### config.mk
export PLATFORM = sky130hd
export DESIGN_NAME = acc4_seq
export DESIGN_NICKNAME = d
export VERILOG_FILES = /design/src/rtl/acc4_pkg.sv /design/src/rtl/acc4_seq.sv
export SDC_FILE = /design/constraint.sdc
export NUM_CORES = 1
export LEC_CHECK = 0
export BUFFER_PORTS_ARGS = -buffer_cell sky130_fd_sc_hd__buf_2
export CAP_MARGIN = 20
export CORE_MARGIN = 1.5
export CORE_UTILIZATION = 35
export CTS_BUF_LIST = sky130_fd_sc_hd__clkbuf_16
export DETAILED_ROUTE_END_ITERATION = 10
export SYNTH_ARGS = -nofsm -noshare
export SYNTH_HDL_FRONTEND = slang
export SYNTH_SLANG_ARGS = --single-unit
### constraint.sdc
create_clock -name clk -period 2.4 [get_ports clk]
set_input_delay 0 -clock clk [delete_from_list [all_inputs] [get_ports clk]]
set_output_delay 0 -clock clk [all_outputs]
set_load 0.1 [all_outputs]
### src/rtl/acc4_pkg.sv
`default_nettype none
// ============================================================================
// Module   : acc4_pkg
// Purpose  : Shared types and helpers for the 4-bit accumulator sequencer.
//            Operation and FSM-state encodings, datapath width, and the
//            negative/zero flag helper used at write-back.
// Revision : 1.0 - initial release
// ============================================================================
package acc4_pkg;

  localparam int W = 4;

  typedef enum logic [1:0] {
    CLR  = 2'd0,
    LOAD = 2'd1,
    ADD  = 2'd2,
    SUB  = 2'd3
  } op_t;

  typedef enum logic [1:0] {
    IDLE = 2'd0,
    EXEC = 2'd1,
    RESP = 2'd2
  } state_t;

  // Returns {negative, zero} for a freshly written accumulator value.
  function automatic logic [1:0] nz_flags(input logic [W-1:0] value);
    return {value[W-1], (value == '0)};
  endfunction

endpackage : acc4_pkg
`default_nettype wire

### src/rtl/acc4_seq.sv
`default_nettype none
// ============================================================================
// Module   : acc4_seq
// Purpose  : 4-bit accumulator sequencer wrapped around an external addsub4.
//            Accepts CLR/LOAD/ADD/SUB requests over valid/ready, drives the
//            adder from registered state only, writes back the result and
//            flags, and presents them over a second valid/ready handshake.
// Ports    :
//   clk, resetn              clock; async-assert active-low reset
//   in_valid/in_ready        request handshake
//   in_op[1:0], in_data[3:0] operation code and operand
//   as_a, as_b, as_sub       to addsub4 (A, B, sub)
//   as_s, as_c, as_v         from addsub4 (sum, carry/borrow, overflow)
//   acc[3:0]                 accumulator
//   flag_n/z/c/v             flags of the last operation
//   ovf_sticky               accumulated overflow, cleared by CLR or reset
//   out_valid/out_ready      result handshake
// Revision : 1.0 - initial release
// ============================================================================
module acc4_seq
  import acc4_pkg::*;
(
  input  logic         clk,
  input  logic         resetn,
  input  logic         in_valid,
  output logic         in_ready,
  input  logic [1:0]   in_op,
  input  logic [W-1:0] in_data,
  output logic [W-1:0] as_a,
  output logic [W-1:0] as_b,
  output logic         as_sub,
  input  logic [W-1:0] as_s,
  input  logic         as_c,
  input  logic         as_v,
  output logic [W-1:0] acc,
  output logic         flag_n,
  output logic         flag_z,
  output logic         flag_c,
  output logic         flag_v,
  output logic         ovf_sticky,
  output logic         out_valid,
  input  logic         out_ready
);

  state_t       r_state;
  op_t          r_op;
  logic [W-1:0] r_opnd;
  logic [W-1:0] r_acc;
  logic         r_flag_n;
  logic         r_flag_z;
  logic         r_flag_c;
  logic         r_flag_v;
  logic         r_ovf_sticky;

  logic [W-1:0] w_acc_next;
  logic         w_c_next;
  logic         w_v_next;
  logic         w_ovf_next;
  logic [1:0]   w_nz_next;

  // Write-back values; only consumed on the EXEC -> RESP edge. The adder
  // outputs are ignored for CLR/LOAD.
  always_comb begin
    w_acc_next = r_acc;
    w_c_next   = 1'b0;
    w_v_next   = 1'b0;
    w_ovf_next = r_ovf_sticky;
    case (r_op)
      CLR: begin
        w_acc_next = '0;
        w_ovf_next = 1'b0;
      end
      LOAD: begin
        w_acc_next = r_opnd;
      end
      ADD, SUB: begin
        w_acc_next = as_s;
        w_c_next   = as_c;
        w_v_next   = as_v;
        w_ovf_next = r_ovf_sticky | as_v;
      end
      default: begin
        w_acc_next = r_acc;
      end
    endcase
    w_nz_next = nz_flags(w_acc_next);
  end

  always_ff @(posedge clk or negedge resetn) begin
    if (!resetn) begin
      r_state      <= IDLE;
      r_op         <= CLR;
      r_opnd       <= '0;
      r_acc        <= '0;
      r_flag_n     <= 1'b0;
      r_flag_z     <= 1'b0;
      r_flag_c     <= 1'b0;
      r_flag_v     <= 1'b0;
      r_ovf_sticky <= 1'b0;
    end else begin
      case (r_state)
        IDLE: begin
          if (in_valid) begin
            r_op    <= op_t'(in_op);
            r_opnd  <= in_data;
            r_state <= EXEC;
          end
        end
        EXEC: begin
          r_acc        <= w_acc_next;
          r_flag_n     <= w_nz_next[1];
          r_flag_z     <= w_nz_next[0];
          r_flag_c     <= w_c_next;
          r_flag_v     <= w_v_next;
          r_ovf_sticky <= w_ovf_next;
          r_state      <= RESP;
        end
        RESP: begin
          if (out_ready) begin
            r_state <= IDLE;
          end
        end
        default: begin
          r_state <= IDLE;
        end
      endcase
    end
  end

  // Everything below decodes registered state only, so the addsub4 path
  // stays register-to-register with no combinational path from in_*.
  assign in_ready   = (r_state == IDLE);
  assign out_valid  = (r_state == RESP);
  assign as_a       = r_acc;
  assign as_b       = r_opnd;
  assign as_sub     = (r_op == SUB);
  assign acc        = r_acc;
  assign flag_n     = r_flag_n;
  assign flag_z     = r_flag_z;
  assign flag_c     = r_flag_c;
  assign flag_v     = r_flag_v;
  assign ovf_sticky = r_ovf_sticky;

endmodule : acc4_seq
`default_nettype wire

==> results.sh, run 1 <==
export IMPL_via_per_inst=4.43
export IMPL_coreArea_mm2=0.00200
export IMPL_post_route_period_util=0.578
export IMPL_die_area_mm2=0.00247
export IMPL_post_cts_buffers=0
export IMPL_row_count=16
export IMPL_cts_root_buf="clkbuf_16"
export IMPL_postLayoutCellArea_mm2=0.00106
export IMPL_grt_max_degree=17
export IMPL_period_minus_slack_ns=1.39
export IMPL_cts_hold_buffers=8
export IMPL_finalHoldViolCount=0
export IMPL_clk_latency_ns=0.24
export IMPL_reg2regPathDepth=3
export IMPL_floorplan_initialDensity=0.381
export IMPL_final_common_cell="buf_2"
export IMPL_critPathLaunch="r_op[1]"
export IMPL_synth_seq_cells=16
export IMPL_cts_sinks=16
export IMPL_drt_initial_drc_count=9
export IMPL_drtAntennaViolNets=0
export IMPL_critical_path_depth=2
export IMPL_cts_max_level=1
export IMPL_max_stage_delay_ns=0.55
export IMPL_fmax_mhz=720
export IMPL_fin_skew_ns=0.00442
export IMPL_min_path_type="in -> reg"
export IMPL_gp_congestion=0.696
export IMPL_chipWidth_um=49.7
export IMPL_wire_per_inst_um=11.6
export IMPL_relSlewSlack=0.675
export IMPL_fp_dieH_um=49.7
export IMPL_ys_top_cells_by_area="dfrtp_1 (52%), mux2_4 (12%), buf_4 (4.9%)"
export IMPL_yosys_area_top_type="dfrtp_1"
export IMPL_syn_to_final_growth_pct=39.0
export IMPL_max_cap_violations=0
export IMPL_synth_seq_area_share=0.525
export IMPL_syn_inst=65
export IMPL_antenna_found_initial=0
export IMPL_cp_start_kind="flop"
export IMPL_tightest_slew_ns=0.491
export IMPL_synth_fp_nets=81
export IMPL_r2r_end="as_b[3]"
export IMPL_min_path_cells=2
export IMPL_netlist_area_um2=763
export IMPL_setup_viol=0
export IMPL_path_max_fanout=12
export IMPL_final_net_count=120
export IMPL_status="complete, no violations"
export IMPL_cp_data_required_time_ns=2.40
export IMPL_io_pins=36
export IMPL_arrival_ns=1.39
export IMPL_worst_setup_path_end_kind="output port"
export IMPL_timing_rr_start="r_state[0]"
export IMPL_drv_slew=0
export IMPL_rsz0062_at_grt="false"
export IMPL_clockBufferDepth=2
export IMPL_worstSetupPathType="reg -> out"
export IMPL_drc=0
export IMPL_cts_tree="done"
export IMPL_dpl_cell_area_um2=906
export IMPL_ctsResizeCount=0
export IMPL_grt_pass1_vias=537
export IMPL_grt_pass1_wl_mm=2.53
export IMPL_grt_remaining_overflow=0
export IMPL_first_pass_iters=6
export IMPL_synth_top_cell_area_share=0.525
export IMPL_portBuffers=35
export IMPL_reg2reg_slack_ns=1.01
export IMPL_crit_family="flip-flops"
export IMPL_place_hpwl_mm=1.09
export IMPL_crit_chain="and2_1, buf_2"
export IMPL_drive_gt1_frac=0.471
export IMPL_finalSetupTns_ns=0
export IMPL_synth_cell_types=24
export IMPL_final_cell_mix="buf_2 (35), dfrtp_1 (16), dlygate4sd3_1 (8)"
export IMPL_clk_pin_slew_worst_paths_ns=0.05
export IMPL_syn_area_per_cell_um2=11.7
export IMPL_cpMaxStageDelayCell="dfrtp_1"
export IMPL_critPathCapture="as_sub"
export IMPL_num_vias=572
export IMPL_grt_total_usage=0.140
export IMPL_path_buf_inv=1
export IMPL_drt_total_wl_mm=1.50
export IMPL_ys_warn_count=0
export IMPL_n_antenna_cell=0
export IMPL_final_util=0.530
export IMPL_cts_buffers=3
## state kept, by name, summed over array words and instances, names as in the netlist
register	cells
flag_z	1
as_b	4
acc	4
ovf_sticky	1
flag_v	1
r_op	2
r_state	2
flag_c	1
## Yosys cell counts
| master | instances |
|---|---|
| nand2b_1 | 1 |
| a221o_1 | 1 |
| a22o_1 | 1 |
| buf_6 | 2 |
| nor2_1 | 5 |
| mux2_4 | 6 |
| mux2_2 | 1 |
| o31ai_2 | 1 |
| nor2b_1 | 1 |
| and2_1 | 2 |
| buf_4 | 5 |
| a221oi_1 | 2 |
| o21a_1 | 1 |
| and2b_1 | 1 |
| buf_2 | 1 |
| clkbuf_1 | 1 |
| a21oi_1 | 1 |
| nand3_1 | 2 |
| inv_1 | 2 |
| dfrtp_1 | 16 |
| o21ai_0 | 5 |
| o21ai_1 | 1 |
| nand2_1 | 5 |
| nand2b_4 | 1 |
## logic make-up after synthesis
group | after synthesis | synth area share
AO/OA/AOI/OAI | 13 | 0.120
buffers and inverters | 11 | 0.100
AND/OR/NAND/NOR | 18 | 0.123
flip-flops | 16 | 0.525
multiplexers | 7 | 0.133
## metal layers
layer | vias up | share of wire | wire length [um] | track usage
met5 | - | 0 | 0 | 0
met4 | 0 | 0 | 0 | 0.0833
met3 | 0 | 0.045 | 67 | 0.0273
met2 | 19 | 0.50 | 757 | 0.224
met1 | 262 | 0.45 | 677 | 0.172
li1 | 291 | - | - | -
## worst min path at each step
stage	from	to	slack, ns
5_1_grt	in_data[3]	as_b[3]	0.005
2_1_floorplan	resetn	acc[0]	-0.30
3_5_place_dp	resetn	acc[1]	-0.07
4_1_cts	in_data[3]	as_b[3]	0.002
6_report	in_data[3]	as_b[3]	0.001
3_3_place_gp	resetn	acc[1]	-0.07
## stage by stage
stage / setup slack [ns] / hold WS [ns] / std cells
6_report: 1.01 / 0.00129 / 129
5_1_grt: 0.906 / 0.00459 / 129
4_1_cts: 0.997 / 0.00232 / 129
3_5_place_dp: 1.01 / -0.0668 / 118
3_3_place_gp: 1.04 / -0.0707 / 118
2_1_floorplan: 0.356 / -0.296 / 65
## layout make-up
class                   count  area [um^2]
clock buffers               3         75.1
fillers                   183          941
inverters                   2         7.51
multi-input cells          38          289
flip-flops and latches     16          400
well taps                  27         33.8
repair buffers             43          255
Power of run 1 is left out: the tool's default activity adds up to more than one toggle a clock period on the data nets, which glitch-free logic cannot reach.
==> run 2: changes to the inputs <==
--- a/config.mk
+++ b/config.mk
@@ -11,6 +11,7 @@
 export CORE_UTILIZATION = 35
 export CTS_BUF_LIST = sky130_fd_sc_hd__clkbuf_16
 export DETAILED_ROUTE_END_ITERATION = 10
+export PLACE_DENSITY = 0.65
 export SYNTH_ARGS = -nofsm -noshare
 export SYNTH_HDL_FRONTEND = slang
 export SYNTH_SLANG_ARGS = --single-unit
==> constraint.sdc (replaced) <==
create_clock -name clk -period 1.14 [get_ports clk]
set_input_delay 0 -clock clk [delete_from_list [all_inputs] [get_ports clk]]
set_output_delay 0 -clock clk [all_outputs]
set_load 0.1 [all_outputs]
==> run 2 against run 1 <==
The flow now finishes with violations (setup timing). Via count rose by 15%. Critical path depth increased by 1. Die area is the same. Register-to-register slack lost 1.1 ns. Sequential share of layout area down 5.8 points. Routed wire length is 13% higher. Sequential cell count stayed put. First-iteration DRC count down 67%. Final cell count grew 11%. Final area increased by 23%. Hold slack improved by 0.010 ns. Highest routed layer is now met4.
==> results.sh, run 2 (synthesized netlist as in run 1, its figures left out) <==
export IMPL_setup_viol=8
export IMPL_cpMaxStageDelayCell="dfrtp_2"
export IMPL_holdPathEnd="flag_v"
export IMPL_drive_gt1_frac=0.672
export IMPL_num_vias=655
export IMPL_max_stage_delay_ns=0.43
export IMPL_grt_total_usage=0.148
export IMPL_clk_latency_ns=0.25
export IMPL_cts_buffers=3
export IMPL_cts_tree="done"
export IMPL_floorplan_initialDensity=0.381
export IMPL_hp_start="as_v"
export IMPL_grt_max_degree=17
export IMPL_fin_skew_ns=0.00315
export IMPL_path_max_fanout=7
export IMPL_clk_pin_slew_worst_paths_ns=0.05
export IMPL_drc=0
export IMPL_min_path_type="in -> reg"
export IMPL_die_area_mm2=0.00247
export IMPL_cts_max_level=1
export IMPL_min_path_cells=3
export IMPL_cp_start_kind="flop"
export IMPL_tightest_slew_ns=0.487
export IMPL_fp_dieH_um=49.7
export IMPL_drt_initial_drc_count=3
export IMPL_r2r_end="as_b[0]"
export IMPL_path_buf_inv=0
export IMPL_worstSetupPathType="reg -> reg"
export IMPL_finalSetupTns_ns=-0.478
export IMPL_arrival_ns=1.35
export IMPL_period_minus_slack_ns=1.22
export IMPL_final_net_count=133
export IMPL_place_hpwl_mm=1.23
export IMPL_via_per_inst=4.58
export IMPL_cts_sinks=16
export IMPL_finalHoldViolCount=0
export IMPL_relSlewSlack=0.678
export IMPL_grt_pass1_wl_mm=2.68
export IMPL_coreArea_mm2=0.00200
export IMPL_cts_root_buf="clkbuf_16"
export IMPL_chipWidth_um=49.7
export IMPL_reg2regPathDepth=3
export IMPL_clockBufferDepth=2
export IMPL_crit_chain="nor2_4, and2_4, mux2_4"
export IMPL_area_sequential_um2=418
export IMPL_fillers=153
export IMPL_holdWs_ns=0.0118
export IMPL_final_cell_mix="buf_2 (30), dlygate4sd3_1 (9), dfrtp_2 (8), buf_4 (8), mux2_4 (7)"
export IMPL_reg2reg_slack_ns=-0.08
export IMPL_status="finished with violations"
export IMPL_rsz0062_at_grt="true"
export IMPL_drtAntennaViolNets=0
export IMPL_final_common_cell="buf_2"
export IMPL_final_util=0.654
export IMPL_grt_remaining_overflow=0
export IMPL_first_pass_iters=4
export IMPL_row_count=16
export IMPL_wire_per_inst_um=11.9
export IMPL_syn_to_final_growth_pct=71.6
export IMPL_antenna_found_initial=0
export IMPL_cp_data_required_time_ns=1.27
export IMPL_crit_family="flip-flops"
export IMPL_portBuffers=35
export IMPL_grt_pass1_vias=612
export IMPL_n_antenna_cell=0
export IMPL_multi_input_area_um2=323
export IMPL_io_pins=36
export IMPL_gp_congestion=0.765
export IMPL_drv_slew=0
export IMPL_max_cap_violations=0
export IMPL_drt_total_wl_mm=1.70
export IMPL_violations="setup timing"
export IMPL_fin_ws_ns=-0.0757
export IMPL_worst_setup_path_end_kind="flop"
export IMPL_fmax_mhz=823
export IMPL_timing_rr_start="r_state[0]"
export IMPL_post_route_period_util=1.07
-- run 2: cell types whose count changed in the layout (fill, tap and decap cells not counted), sizes merged --
| cell | delta |
|---|---|
| buf | +12 |
| clkinv | +1 |
| clkinvlp | +1 |
| dlygate4sd3 | +1 |
| inv | -1 |
-- run 2: how the worst max path moves through the flow --
stage / slack, ns / cells past startpoint / to / startpoint
2_1_floorplan: -0.56 / 4 / as_b[2] / r_state[0]
3_3_place_gp: -0.1 / 4 / as_b[3] / r_state[1]
3_5_place_dp: -0.13 / 4 / as_b[0] / r_state[1]
4_1_cts: -0.07 / 3 / as_b[0] / r_state[0]
5_1_grt: -0.13 / 3 / flag_z / r_state[1]
6_report: -0.08 / 3 / as_b[0] / r_state[0]
-- run 2: metrics by stage --
| step | cell area, um^2 | worst slack (ns) | instances |
|---|---|---|---|
| after global placement | 1110 | -0.0984 | 130 |
| after floorplan | 792 | -0.557 | 65 |
| after global routing | 1310 | -0.132 | 143 |
| final | 1310 | -0.0757 | 143 |
| after CTS | 1300 | -0.0655 | 144 |
| after detailed placement | 1110 | -0.133 | 130 |
-- run 2: layout make-up --
| class | instances | share of cell area |
|---|---|---|
| clock buffers | 3 | 0.0573 |
| clock inverters | 1 | 0.00287 |
| inverters | 2 | 0.00860 |
| multi-input cells | 38 | 0.246 |
| flip-flops and latches | 16 | 0.319 |
| well taps | 27 | 0.0258 |
| repair buffers | 56 | 0.340 |
-- run 2: layer usage --
layer	part of all wire	track usage
met1	0.41	0.170
met2	0.52	0.256
met3	0.062	0.0333
met4	0.010	0.0741
met5	0	0
-- run 2: worst reg2reg max path, delay by kind of cell (launching register included) --
family | cells | cell delay [ns]
mux | 1 | 0.32
simple gates | 2 | 0.35
flops | 1 | 0.43
-- run 2: timing repair --
item / CTS / global route
hold buffers: 9 / 0
gates resized for setup: 8 / 5
setup endpoints to repair: 13 / 17
pin swaps: 3 / 2
buffers inserted: 2 / 0
hold endpoints to repair: 24 / 0
Power of run 2 is left out for the same reason.
==> run 3: changes to the inputs <==
--- a/config.mk
+++ b/config.mk
@@ -7,11 +7,10 @@
 export LEC_CHECK = 0
 export BUFFER_PORTS_ARGS = -buffer_cell sky130_fd_sc_hd__buf_2
 export CAP_MARGIN = 20
-export CORE_MARGIN = 1.5
+export CORE_MARGIN = 4
 export CORE_UTILIZATION = 35
 export CTS_BUF_LIST = sky130_fd_sc_hd__clkbuf_16
 export DETAILED_ROUTE_END_ITERATION = 10
-export PLACE_DENSITY = 0.65
 export SYNTH_ARGS = -nofsm -noshare
 export SYNTH_HDL_FRONTEND = slang
 export SYNTH_SLANG_ARGS = --single-unit
==> constraint.sdc (replaced) <==
create_clock -name clk -period 1.5 [get_ports clk]
set_input_delay 0.075 -clock clk [delete_from_list [all_inputs] [get_ports clk]]
set_output_delay 0.075 -clock clk [all_outputs]
set_load 0.1 [all_outputs]
==> run 3 against run 2 <==
The flow now finishes without violations. Routed wire length fell by 11%. Clock-buffer cell count did not move. Non-clock buffer count is 18 lower. Global-route usage fell by 3.1 points. Sequential cell count stayed put. Largest cell class is now registers.
==> results.sh, run 3 (synthesized netlist as in run 1, its figures left out) <==
export IMPL_place_hpwl_mm=1.24
export IMPL_drtAntennaViolNets=0
export IMPL_grt_pass1_vias=524
export IMPL_r2r_end="as_b[0]"
export IMPL_row_count=16
export IMPL_arrival_ns=1.33
export IMPL_gp_congestion=0.734
export IMPL_period_minus_slack_ns=1.40
export IMPL_clk_pin_slew_worst_paths_ns=0.05
export IMPL_cp_start_kind="flop"
export IMPL_path_max_fanout=4
export IMPL_finalHoldViolCount=0
export IMPL_num_vias=586
export IMPL_wire_per_inst_um=12.1
export IMPL_multi_input_area_um2=294
export IMPL_grt_max_degree=17
export IMPL_clockBufferDepth=2
export IMPL_post_route_period_util=0.936
export IMPL_status="complete, no violations"
export IMPL_portBuffers=35
export IMPL_drv_slew=0
export IMPL_cts_sinks=16
export IMPL_worst_setup_path_end_kind="output port"
export IMPL_cts_max_level=1
export IMPL_via_per_inst=4.69
export IMPL_drc=0
export IMPL_fin_cells=125
export IMPL_drt_initial_drc_count=9
export IMPL_final_net_count=115
export IMPL_worstSetupPathType="reg -> out"
export IMPL_fillers=192
export IMPL_area_sequential_um2=403
export IMPL_timing_rr_start="r_state[0]"
export IMPL_fmax_mhz=712
export IMPL_min_path_type="in -> reg"
export IMPL_fp_dieH_um=54.7
export IMPL_reg2reg_slack_ns=0.13
export IMPL_die_area_mm2=0.00299
export IMPL_reg2regPathDepth=3
export IMPL_fin_skew_ns=0.00131
export IMPL_first_pass_iters=4
export IMPL_dp_cells=120
export IMPL_cp_data_required_time_ns=1.42
export IMPL_grt_total_usage=0.117
export IMPL_final_common_cell="buf_2"
export IMPL_grt_pass1_wl_mm=2.31
export IMPL_clk_latency_ns=0.24
export IMPL_hp_start="out_ready"
export IMPL_n_antenna_cell=0
export IMPL_final_cell_mix="buf_2 (34), dfrtp_1 (14), mux2_4 (6)"
export IMPL_antenna_found_initial=0
export IMPL_cts_buffers=3
export IMPL_holdWs_ns=0.0264
export IMPL_coreArea_mm2=0.00202
export IMPL_drt_total_wl_mm=1.52
export IMPL_rsz0062_at_grt="false"
export IMPL_min_path_cells=2
export IMPL_floorplan_initialDensity=0.377
export IMPL_tightest_slew_ns=0.489
export IMPL_setup_viol=0
export IMPL_holdPathEnd="r_state[1]"
export IMPL_syn_to_final_growth_pct=35.2
export IMPL_ctsResizeCount=0
export IMPL_relSlewSlack=0.676
export IMPL_grt_remaining_overflow=0
export IMPL_chipWidth_um=54.7
export IMPL_io_pins=36
export IMPL_cts_root_buf="clkbuf_16"
export IMPL_cts_tree="done"
export IMPL_max_cap_violations=0
export IMPL_drive_gt1_frac=0.531
run 3: changes by cell type in the layout (fill, tap and decap cells not counted), moves of 4 or more:
cell           previous run  this run
buf_6                     4         0
buf_12                    5         1
buf_4                     8         2
dfrtp_2                   8         2
dlygate4sd3_1             9         1
dfrtp_1                   6        14
buf_2                    30        34
run 3: repair_timing:
action / 4_1_cts / 5_1_grt
setup buffers: 0 / 0
hold buffers: 1 / 0
hold endpoints to repair: 16 / 0
run 3: worst max-delay path: stages, from the launching register on:
cell and delay (ns):
dfrtp_1 0.44, nand2b_1 0.18, inv_1 0.05, buf_2 0.41
run 3: how the worst max path moves through the flow:
| stage | start | to | cells after the start |
|---|---|---|---|
| after floorplan | r_state[0] | as_b[2] | 4 |
| after global placement | r_state[0] | as_b[3] | 3 |
| after detailed placement | r_state[0] | as_b[2] | 3 |
| after CTS | r_state[0] | out_valid | 3 |
| after global routing | r_state[0] | out_valid | 3 |
| final | r_state[0] | out_valid | 3 |
run 3: layer usage:
| metal | vias to the layer above | wire, um | GRT usage |
|---|---|---|---|
| met5 | - | 0 | 0 |
| met4 | 0 | 55 | 0.0996 |
| met3 | 5 | 108 | 0.0245 |
| met2 | 25 | 709 | 0.167 |
| met1 | 272 | 642 | 0.147 |
| li1 | 284 | - | - |
run 3: layout make-up:
| cell class | instances | area share |
|---|---|---|
| Inverter | 2 | 0.00727 |
| Timing Repair Buffer | 38 | 0.208 |
| Clock inverter | 1 | 0.00364 |
| Tap cell | 27 | 0.0327 |
| Multi-Input combinational cell | 38 | 0.285 |
| Clock buffer | 3 | 0.0727 |
| Sequential cell | 16 | 0.390 |
run 3: per-stage QoR:
stage	setup slack [ns]	utilization	cell area, um^2	TNS, ns
after floorplan	-0.197	-	773	-1.18
final	0.0963	0.511	1030	0
after global routing	0.0377	0.511	1030	0
after detailed placement	0.122	0.467	943	0
after CTS	0.0832	0.511	1030	0
after global placement	0.148	0.467	943	0
Power of run 3 is left out for the same reason.
